$ cat src/rtl/pupil_report_tx_if.sv
// pupil_report_tx_if
//   Point handshake from the gravity/centroid stage to the pupil report
//   transmitter.
//   iPOINT_VALID : one-cycle strobe, coordinates valid in that cycle
//   iPOINT_X     : horizontal centre, unsigned, COORD_WIDTH bits
//   iPOINT_Y     : vertical centre, unsigned, COORD_WIDTH bits
//   master = producer (centroid stage / bench), slave = transmitter.
interface pupil_report_tx_if #(
    parameter int COORD_WIDTH = 11
);
    logic                   iPOINT_VALID;
    logic [COORD_WIDTH-1:0] iPOINT_X;
    logic [COORD_WIDTH-1:0] iPOINT_Y;

    modport master (output iPOINT_VALID, output iPOINT_X, output iPOINT_Y);
    modport slave  (input  iPOINT_VALID, input  iPOINT_X, input  iPOINT_Y);
endinterface

$ cat src/rtl/pupil_report_tx.sv
// pupil_report_tx
//   Serialises pupil-centre points into a fixed 8N1 UART packet:
//   A5, X hi, X lo, Y hi, Y lo [, checksum]. One point may be held pending
//   while a packet is in flight; a further point overwrites it (oDROP).
//   Optional feature macro: PUPIL_REPORT_CHECKSUM_EN appends an XOR checksum
//   of the four coordinate bytes (0xA5 excluded). Undefined: 5-byte packet.
// Ports
//   CLK        : system clock (50 MHz)
//   RST_N      : asynchronous active-low reset
//   iBAUD_X16  : single-cycle enable at 16x baud
//   point_if   : point handshake (slave modport)
//   oTXD       : UART line, registered, idle high
//   oBUSY      : high while a packet is in progress
//   oDROP      : one-cycle pulse when the pending point is overwritten
//   oPKT_CNT   : packets fully sent, wraps at 8 bits
module pupil_report_tx #(
    parameter int COORD_WIDTH = 11,
    parameter int TICK_DIV    = 16
) (
    input  logic                    CLK,
    input  logic                    RST_N,
    input  logic                    iBAUD_X16,
    pupil_report_tx_if.slave        point_if,
    output logic                    oTXD,
    output logic                    oBUSY,
    output logic                    oDROP,
    output logic [7:0]              oPKT_CNT
);
`ifdef PUPIL_REPORT_CHECKSUM_EN
    localparam int NUM_BYTES = 6;
`else
    localparam int NUM_BYTES = 5;
`endif
    localparam int TCW = (TICK_DIV > 1) ? $clog2(TICK_DIV) : 1;
    localparam logic [TCW-1:0] TICK_LAST = TCW'(TICK_DIV - 1);
    localparam logic [2:0]     BYTE_LAST = 3'(NUM_BYTES - 1);

    typedef enum logic [2:0] {S_IDLE, S_WAIT, S_START, S_DATA, S_STOP} state_t;

    state_t                 r_state;
    logic [TCW-1:0]         r_tick_cnt;
    logic [2:0]             r_bit_cnt;
    logic [2:0]             r_byte_idx;
    logic [7:0]             r_shift;
    logic [COORD_WIDTH-1:0] r_act_x, r_act_y;
    logic [COORD_WIDTH-1:0] r_pend_x, r_pend_y;
    logic                   r_pend_vld;
    logic                   r_txd, r_busy, r_drop;
    logic [7:0]             r_pkt_cnt;

    // Packet byte for a given point and byte position.
    function automatic logic [7:0] pkt_byte(input logic [COORD_WIDTH-1:0] x,
                                            input logic [COORD_WIDTH-1:0] y,
                                            input logic [2:0] idx);
        logic [15:0] x16;
        logic [15:0] y16;
        logic [7:0]  b;
        x16 = 16'(x);
        y16 = 16'(y);
        case (idx)
            3'd0:    b = 8'hA5;
            3'd1:    b = x16[15:8];
            3'd2:    b = x16[7:0];
            3'd3:    b = y16[15:8];
            3'd4:    b = y16[7:0];
`ifdef PUPIL_REPORT_CHECKSUM_EN
            default: b = x16[15:8] ^ x16[7:0] ^ y16[15:8] ^ y16[7:0];
`else
            default: b = 8'h00;
`endif
        endcase
        return b;
    endfunction

    logic                   w_strobe;
    logic                   w_bit_end;
    logic                   w_pkt_end;
    logic                   w_has_next;
    logic [COORD_WIDTH-1:0] w_next_x, w_next_y;

    assign w_strobe   = point_if.iPOINT_VALID;
    assign w_bit_end  = iBAUD_X16 && (r_tick_cnt == TICK_LAST);
    assign w_pkt_end  = (r_state == S_STOP) && w_bit_end && (r_byte_idx == BYTE_LAST);
    // At packet end the pending point goes first; a strobe arriving in that
    // same cycle is used directly when nothing is pending, so it still
    // follows back-to-back.
    assign w_has_next = r_pend_vld || w_strobe;
    assign w_next_x   = r_pend_vld ? r_pend_x : point_if.iPOINT_X;
    assign w_next_y   = r_pend_vld ? r_pend_y : point_if.iPOINT_Y;

    always_ff @(posedge CLK or negedge RST_N) begin
        if (!RST_N) begin
            r_state    <= S_IDLE;
            r_tick_cnt <= '0;
            r_bit_cnt  <= '0;
            r_byte_idx <= '0;
            r_shift    <= '0;
            r_act_x    <= '0;
            r_act_y    <= '0;
            r_pend_x   <= '0;
            r_pend_y   <= '0;
            r_pend_vld <= 1'b0;
            r_txd      <= 1'b1;
            r_busy     <= 1'b0;
            r_drop     <= 1'b0;
            r_pkt_cnt  <= '0;
        end else begin
            r_drop <= 1'b0;

            // Pending register. While a packet is consumed at its end, the
            // slot is free again, so a simultaneous strobe is not a drop.
            if (w_strobe && r_state != S_IDLE) begin
                if (w_pkt_end) begin
                    if (r_pend_vld) begin
                        r_pend_x <= point_if.iPOINT_X;
                        r_pend_y <= point_if.iPOINT_Y;
                    end
                end else begin
                    r_pend_x   <= point_if.iPOINT_X;
                    r_pend_y   <= point_if.iPOINT_Y;
                    r_pend_vld <= 1'b1;
                    r_drop     <= r_pend_vld;
                end
            end else if (w_pkt_end) begin
                r_pend_vld <= 1'b0;
            end

            if (iBAUD_X16 && (r_state == S_START || r_state == S_DATA || r_state == S_STOP)) begin
                r_tick_cnt <= w_bit_end ? '0 : r_tick_cnt + 1'b1;
            end

            case (r_state)
                S_IDLE: begin
                    // A tick in the strobe cycle is deliberately ignored.
                    if (w_strobe) begin
                        r_act_x    <= point_if.iPOINT_X;
                        r_act_y    <= point_if.iPOINT_Y;
                        r_byte_idx <= '0;
                        r_busy     <= 1'b1;
                        r_state    <= S_WAIT;
                    end
                end
                S_WAIT: begin
                    if (iBAUD_X16) begin
                        r_tick_cnt <= '0;
                        r_txd      <= 1'b0;
                        r_shift    <= pkt_byte(r_act_x, r_act_y, r_byte_idx);
                        r_state    <= S_START;
                    end
                end
                S_START: begin
                    if (w_bit_end) begin
                        r_txd     <= r_shift[0];
                        r_shift   <= r_shift >> 1;
                        r_bit_cnt <= '0;
                        r_state   <= S_DATA;
                    end
                end
                S_DATA: begin
                    if (w_bit_end) begin
                        if (r_bit_cnt == 3'd7) begin
                            r_txd   <= 1'b1;
                            r_state <= S_STOP;
                        end else begin
                            r_txd     <= r_shift[0];
                            r_shift   <= r_shift >> 1;
                            r_bit_cnt <= r_bit_cnt + 1'b1;
                        end
                    end
                end
                S_STOP: begin
                    if (w_bit_end) begin
                        if (r_byte_idx != BYTE_LAST) begin
                            r_byte_idx <= r_byte_idx + 1'b1;
                            r_shift    <= pkt_byte(r_act_x, r_act_y, r_byte_idx + 1'b1);
                            r_txd      <= 1'b0;
                            r_state    <= S_START;
                        end else begin
                            r_pkt_cnt <= r_pkt_cnt + 1'b1;
                            if (w_has_next) begin
                                r_act_x    <= w_next_x;
                                r_act_y    <= w_next_y;
                                r_byte_idx <= '0;
                                r_shift    <= pkt_byte(w_next_x, w_next_y, 3'd0);
                                r_txd      <= 1'b0;
                                r_state    <= S_START;
                            end else begin
                                r_txd   <= 1'b1;
                                r_busy  <= 1'b0;
                                r_state <= S_IDLE;
                            end
                        end
                    end
                end
                default: begin
                    r_txd   <= 1'b1;
                    r_busy  <= 1'b0;
                    r_state <= S_IDLE;
                end
            endcase
        end
    end

    assign oTXD     = r_txd;
    assign oBUSY    = r_busy;
    assign oDROP    = r_drop;
    assign oPKT_CNT = r_pkt_cnt;
endmodule
$ cat src/flat_wrapper.sv
// flat-port wrapper written by rule: the top's interface ports become plain ports
module pupil_report_tx_flat 
#(
    parameter int COORD_WIDTH = 11,
    parameter int TICK_DIV    = 16
)
  (CLK, RST_N, iBAUD_X16, oTXD, oBUSY, oDROP, oPKT_CNT, point_if_iPOINT_VALID, point_if_iPOINT_X, point_if_iPOINT_Y);
  pupil_report_tx_if #(.COORD_WIDTH(COORD_WIDTH)) point_if_i ();
  input  logic CLK;
  input  logic RST_N;
  input  logic iBAUD_X16;
  output logic oTXD;
  output logic oBUSY;
  output logic oDROP;
  output logic [7:0] oPKT_CNT;
  input wire logic [$bits(point_if_i.iPOINT_VALID)-1:0] point_if_iPOINT_VALID;
  input wire logic [$bits(point_if_i.iPOINT_X)-1:0] point_if_iPOINT_X;
  input wire logic [$bits(point_if_i.iPOINT_Y)-1:0] point_if_iPOINT_Y;
  assign point_if_i.iPOINT_VALID = point_if_iPOINT_VALID;
  assign point_if_i.iPOINT_X = point_if_iPOINT_X;
  assign point_if_i.iPOINT_Y = point_if_iPOINT_Y;
  pupil_report_tx #(.COORD_WIDTH(COORD_WIDTH), .TICK_DIV(TICK_DIV)) u_core (.CLK(CLK), .RST_N(RST_N), .iBAUD_X16(iBAUD_X16), .point_if(point_if_i), .oTXD(oTXD), .oBUSY(oBUSY), .oDROP(oDROP), .oPKT_CNT(oPKT_CNT));
endmodule
$ cat config.mk
export PLATFORM = sky130hd
export DESIGN_NAME = pupil_report_tx_flat
export DESIGN_NICKNAME = d
export VERILOG_FILES = /design/src/rtl/pupil_report_tx_if.sv /design/src/rtl/pupil_report_tx.sv /design/src/flat_wrapper.sv
export SDC_FILE = /design/constraint.sdc
export NUM_CORES = 1
export LEC_CHECK = 0
export CAP_MARGIN = 20
export CORE_ASPECT_RATIO = 0.7
export CORE_MARGIN = 2
export CORE_UTILIZATION = 60
export CTS_BUF_LIST = sky130_fd_sc_hd__clkbuf_4
export DETAILED_ROUTE_END_ITERATION = 6
export PLACE_DENSITY_LB_ADDON = 0.2
export REMOVE_ABC_BUFFERS = 1
export SLEW_MARGIN = 0
export SYNTH_ARGS = -nofsm -noshare
export SYNTH_HDL_FRONTEND = slang
export SYNTH_SLANG_ARGS = --single-unit
$ cat constraint.sdc
create_clock -name CLK -period 2.4 [get_ports CLK]
set_clock_uncertainty 0.1 [all_clocks]
set_input_delay 0.6 -clock CLK [delete_from_list [all_inputs] [get_ports CLK]]
set_output_delay 0.6 -clock CLK [all_outputs]
set_load 0.1 [all_outputs]
# == Word-level counts from Yosys, hierarchy flattened ==
# Index checks and enable logic that the tools add are counted.
# totals
ff_bits,77
# op_classes
add_sub_neg,4
n_eq_ne,28
muxes,65
n_bitwise,3
n_reduce_logical,25
# ops
cell,count
11-bit two-way mux,14
8-bit one-hot mux with 5 select lines,2
8-bit two-way mux,7
11-bit one-hot mux with 2 select lines,2
3-bit two-way mux,14
8-bit one-hot mux with 4 select lines,1
"3-bit by 2-bit equality test with 1-bit output, second input constant",6
4-bit two-way mux,4
1-bit two-way mux,15
3-bit one-hot mux with 5 select lines,1
5-bit AND reduction,3
"2-bit inequality test, second input constant",7
"3-bit equality test, second input constant",4
3-bit one-hot mux with 2 select lines,2
"2-bit by 1-bit inequality test with 1-bit output, second input constant",5
"3-bit by 1-bit equality test with 1-bit output, second input constant",3
3-bit logical NOT,3
"8-bit by 1-bit adder with 8-bit output, second input constant",1
4-bit AND reduction,2
7-bit AND reduction,1
"3-bit by 1-bit adder with 3-bit output, second input constant",2
6-bit AND reduction,1
1-bit logical AND,5
1-bit one-hot mux with 5 select lines,1
other kinds (14),19

# == Logic depth before layout (Yosys ltp) ==
# Gate-level depths: netlist (run 1).
# logic_depth
ltp_word,7
depth_mapped,10
depth_no_buf,7

# == Worst setup path before layout (run 1) ==
# Ideal clock, no wire load.
# synth_timing
path_type,reg2reg
start,register u_core.r_byte_idx[0]
end,register u_core.r_shift[3]
setup_time_ns,0.121
arrival_ns,1.940
t_required_ns,2.179
path_slack_ns,0.239
path_stages_with_launch,9
n_path_buf,1
path_cell_list,dfrtp_1 ha_1 ha_1 clkbuf_1 nor4b_1 o21bai_1 nand3_1 o21ai_0 o22a_1
# synth_between
elab_chain_len,6
word_cells_on_any_way,20
cone_classes,add/sub (1); eq/ne (10); mux (6); reduce/logical (3)
# synth_rtl
element,line_no,source
start: declaration,pupil_report_tx.sv:43,logic [2:0] r_byte_idx;
start signal: assignment,pupil_report_tx.sv:174,r_byte_idx <= r_byte_idx + 1'b1;
3-bit by 1-bit adder with 3-bit output,pupil_report_tx.sv:175,"r_shift <= pkt_byte(r_act_x, r_act_y, r_byte_idx + 1'b1);"
"3-bit equality test, or another cell as far along",pupil_report_tx.sv:60,case (idx)
8-bit one-hot mux with 5 select lines,pupil_report_tx.sv:60,
8-bit two-way mux,pupil_report_tx.sv:173,if (r_byte_idx != BYTE_LAST) begin
8-bit two-way mux,pupil_report_tx.sv:172,if (w_bit_end) begin
8-bit one-hot mux with 4 select lines,pupil_report_tx.sv:132,case (r_state)
end signal: assignment,pupil_report_tx.sv:147,"r_shift <= pkt_byte(r_act_x, r_act_y, r_byte_idx);"
end signal: assignment,pupil_report_tx.sv:175,
end signal: assignment,pupil_report_tx.sv:184,"r_shift <= pkt_byte(w_next_x, w_next_y, 3'd0);"
end: declaration,pupil_report_tx.sv:44,logic [7:0] r_shift;
# Several ways; a longest one is shown, not always the timed one. The select of a mux whose other input is x is not followed.
# A chain may end at the register's enable or synchronous reset.

# == Final worst setup path (run 1) ==
# layout_timing
start,register u_core.r_byte_idx[0]
end,register u_core.r_pend_x[4]
# layout_between
elab_chain_len,4
word_cells_on_any_way,5
cone_classes,eq/ne (2); mux (1); reduce/logical (2)
# layout_rtl
element,line_no,source
3-bit equality test *,pupil_report_tx.sv:83,assign w_pkt_end = (r_state == S_STOP) && w_bit_end && (r_byte_idx == BYTE_LAST);
1-bit logical AND *,pupil_report_tx.sv:83,
2-bit by 1-bit inequality test with 1-bit output (no source line),n/a,
2-bit AND reduction (no source line),n/a,
end signal: assignment,pupil_report_tx.sv:115,r_pend_x <= point_if.iPOINT_X;
end signal: assignment,pupil_report_tx.sv:119,r_pend_x <= point_if.iPOINT_X;
end: declaration,pupil_report_tx.sv:46,"logic [COORD_WIDTH-1:0] r_pend_x, r_pend_y;"
# Every way passes the cells marked *; elsewhere a longest branch is shown, timed or not.

==> impl_metrics.csv, run 1 <==
group,metric,value,unit
drt,drc,0,
timing,rsz0062_at_grt,"no",
drt,dr_total_vias,3278,
timing,fmax,445,MHz
critical_path,cp_num_buf_inv,2,
placement,hpwl,6.53,mm
flow_run,drv_cap,0,
cts,h-tree-depth,3,
synthesis,yosys.cell_types.count,56,
placement,placedCellCount,534,
synthesis,synth_edf_count,0,
layout,antenna_cells,0,
cts,clk_latency,0.41,ns
hold_path,worstHoldPathType,"in -> async",
floorplan,num_rows,25,
critical_path,critPathSlowestCell,"dfrtp_1",
floorplan,io_pins,37,
placement,finalWeightedCongestion,0.922,
placement,preCtsSetupSlack,-0.0930,ns
timing,setup_slack,0.151,ns
synthesis,async_flop_share,100,%
drt,wl_per_cell,16.4,µm
timing,min_period,2.25,ns
cts,clkSinkCount,77,
critical_path,cp_max_fo,23,
critical_path,max_stage_delay,0.45,ns
synthesis,syn_avg_cell_area,10.4,µm²
cts,root_buffer,"clkbuf_4",
grt,grt_pass1_wl,15.4,mm
floorplan,core-area,6730,µm²
synthesis,netlist_area,4160,µm²
drt,wl,9.04,mm
drt,ant_nets,0,
layout,finalNonFillerCells,550,
layout,finalNetCount,488,
power_and_ir_drop,p_leak,2.13,nW
timing,tightestPinTransition,0.540,ns
critical_path,critical_path.top_delay_family,"simple AND/OR/NAND/NOR gates",
timing,drv_slew,0,
critical_path,crit_path_end_kind,"flip-flop",
floorplan,fp.dieH,73.7,µm
grt,grt_pass1_vias,3221,
placement,port_buffers,36,
synthesis,synth_seq_cells,77,
outcome,status,"complete, no violations",
grt,grt_overflow,0,
critical_path,crit_arrival,2.46,ns
layout,final_common_cell,"dfrtp_1",
synthesis,synth_warnings,0,
grt,track_usage,25.5,%
cts,post_cts_buffers,0,
cts,cts_buffer_depth,2,
synthesis,ys_seq_area_share,46.3,%
synthesis,synth_ff_type,"dfrtp_1",
layout,final_cell_mix,"dfrtp_1 (76), nand2_1 (54), buf_4 (40)",
floorplan,die-area,7630,µm²
drt,drt-initial-drc-count,209,
layout,drive_gt1_share,20.4,%
timing,final_hold_viol_count,0,
layout,final_area,4850,µm²
cts,cts_tree,"built",
grt,antenna_found_initial,0,
layout,area_growth,16.5,%
critical_path,cp.required,2.61,ns
critical_path,worstSetupPathType,"reg -> reg",
timing,fin_crit_sh,93.7,%
synthesis,netlist_instances,400,
cts,cts_buffers,9,
critical_path,cp-start-kind,"flip-flop",
timing,setup_viol,0,
placement,placed_cell_area,4680,µm²
critical_path,path_cells,"inv_1, ha_1, nand2_1, nor2_8, nand2_4, o21bai_4, buf_12, mux2_2",
timing,max_slew_margin,64.0,%
grt,grt_start_max_net_pins,45,
power_and_ir_drop,powerDensity,627,nW/µm²
drt,first_pass_iters,5,
power_and_ir_drop,vdd_drop_max,0.354,mV
floorplan,start_util,61.9,%
cts,cts.clk_slew.worst_paths,0.13,ns
drt,vias_per_cell,5.96,
floorplan,die_width,104,µm
## power by group
| part | internal, mW | switching, mW |
|---|---|---|
| registers | 1.45 | 0.107 |
| clock network | 0.444 | 0.466 |
| logic | 0.285 | 0.289 |
## path summary, 6_finish.rpt
| path | start | endpoint | slack, ns | depth (start not counted) |
|---|---|---|---|---|
| setup / recovery | u_core.r_byte_idx[0] | u_core.r_pend_x[4] | 0.15 | 8 |
| hold / removal | RST_N | u_core.r_pend_y[2] | 0.04 | 1 |
| setup reg to reg | u_core.r_byte_idx[0] | u_core.r_pend_x[4] | 0.15 | 8 |
| hold reg to reg | u_core.oPKT_CNT[7] | u_core.oPKT_CNT[7] | 0.40 | 1 |
| max in group asynchronous | RST_N | u_core.oTXD | 1.53 | 2 |
| min in group CLK | u_core.oPKT_CNT[7] | u_core.oPKT_CNT[7] | 0.40 | 1 |
## state kept, by name, indices dropped and copies added, names as in the netlist, 3 cells and up, named ones only
name,cells
u_core.r_pend_x,11
u_core.r_bit_cnt,3
u_core.oPKT_CNT,8
u_core.r_state,3
u_core.r_pend_y,11
u_core.r_byte_idx,3
u_core.r_act_y,11
u_core.r_shift,8
u_core.r_act_x,11
## kinds of logic (layout without fill, tap and decap cells)
| logic type | Yosys count | in the layout | synth area share, % |
|---|---|---|---|
| AO/OA/AOI/OAI | 115 | 115 | 18.7 |
| XOR/XNOR | 8 | 8 | 1.68 |
| adder cells (fa/ha/maj) | 11 | 11 | 3.31 |
| buffers and inverters | 33 | 89 | 5.11 |
| flip-flops | 77 | 77 | 46.3 |
| multiplexers | 47 | 47 | 12.0 |
| AND/OR/NAND/NOR | 109 | 109 | 12.9 |
## per-layer routing
metal | track usage [%] | part of all wire, % | routed length, µm
met5 | 0 | 0 | 0
met4 | 8.11 | 0.92 | 83
met3 | 6.12 | 6.4 | 582
met2 | 40.4 | 46 | 4150
met1 | 35.4 | 47 | 4220
## area by class of cell
type / count / area (µm²)
repair buffers: 66 / 581
clock inverters: 6 / 95.1
fillers: 508 / 1870
inverters: 7 / 26.3
clock buffers: 10 / 75.1
multi-input cells: 290 / 2030
flip-flops and latches: 77 / 1930
well taps: 94 / 118
## synth_stat cells, types with 3 or more instances
cell	number	area, µm²
nand2_1	54	203
a222oi_1	3	30.0
o22ai_1	3	18.8
nand2b_1	3	18.8
buf_6	9	101
a221oi_1	4	35.0
ha_1	11	138
a31oi_1	4	25.0
o21ai_1	6	30.0
o21ai_0	33	165
mux2_2	24	270
mux2i_1	23	230
o22a_1	4	35.0
and3_1	5	31.3
a32oi_1	5	43.8
nor2_1	20	75.1
buf_4	3	22.5
xnor2_1	6	52.6
nand3_1	7	35.0
a22oi_1	5	37.5
clkbuf_1	6	22.5
buf_2	8	40.0
a22o_1	9	78.8
dfrtp_1	76	1900
a21oi_1	23	115
and2_1	3	18.8
inv_1	7	26.3
## per-stage QoR
stage / util (%) / total power [mW] / setup TNS (ns) / hold slack, ns
5_1_grt: 72.1 / 3.20 / 0 / 0.0410
4_1_cts: 72.1 / 3.07 / 0 / 0.0302
3_5_place_dp: 69.5 / 2.15 / -2.28 / 0.384
6_report: 72.1 / 3.04 / 0 / 0.0437
2_1_floorplan: - / 1.94 / -3.64 / 0.204
3_3_place_gp: 69.5 / 2.12 / -1.52 / 0.362
## timing repair
| action | CTS | global route |
|---|---|---|
| setup endpoints to repair | 0 | 7 |
| resized for setup | 0 | 1 |
| hold buffers | 0 | 0 |
Power figures use the tool's default switching activity.
==> run 2: changes to the inputs <==
--- a/config.mk
+++ b/config.mk
@@ -5,7 +5,7 @@
 export SDC_FILE = /design/constraint.sdc
 export NUM_CORES = 1
 export LEC_CHECK = 0
-export CAP_MARGIN = 20
+export CAP_MARGIN = 25
 export CORE_ASPECT_RATIO = 0.7
 export CORE_MARGIN = 2
 export CORE_UTILIZATION = 60
==> results of run 2 <==
Same layout as run 1: the final DEF is identical, and so are final timing and power.
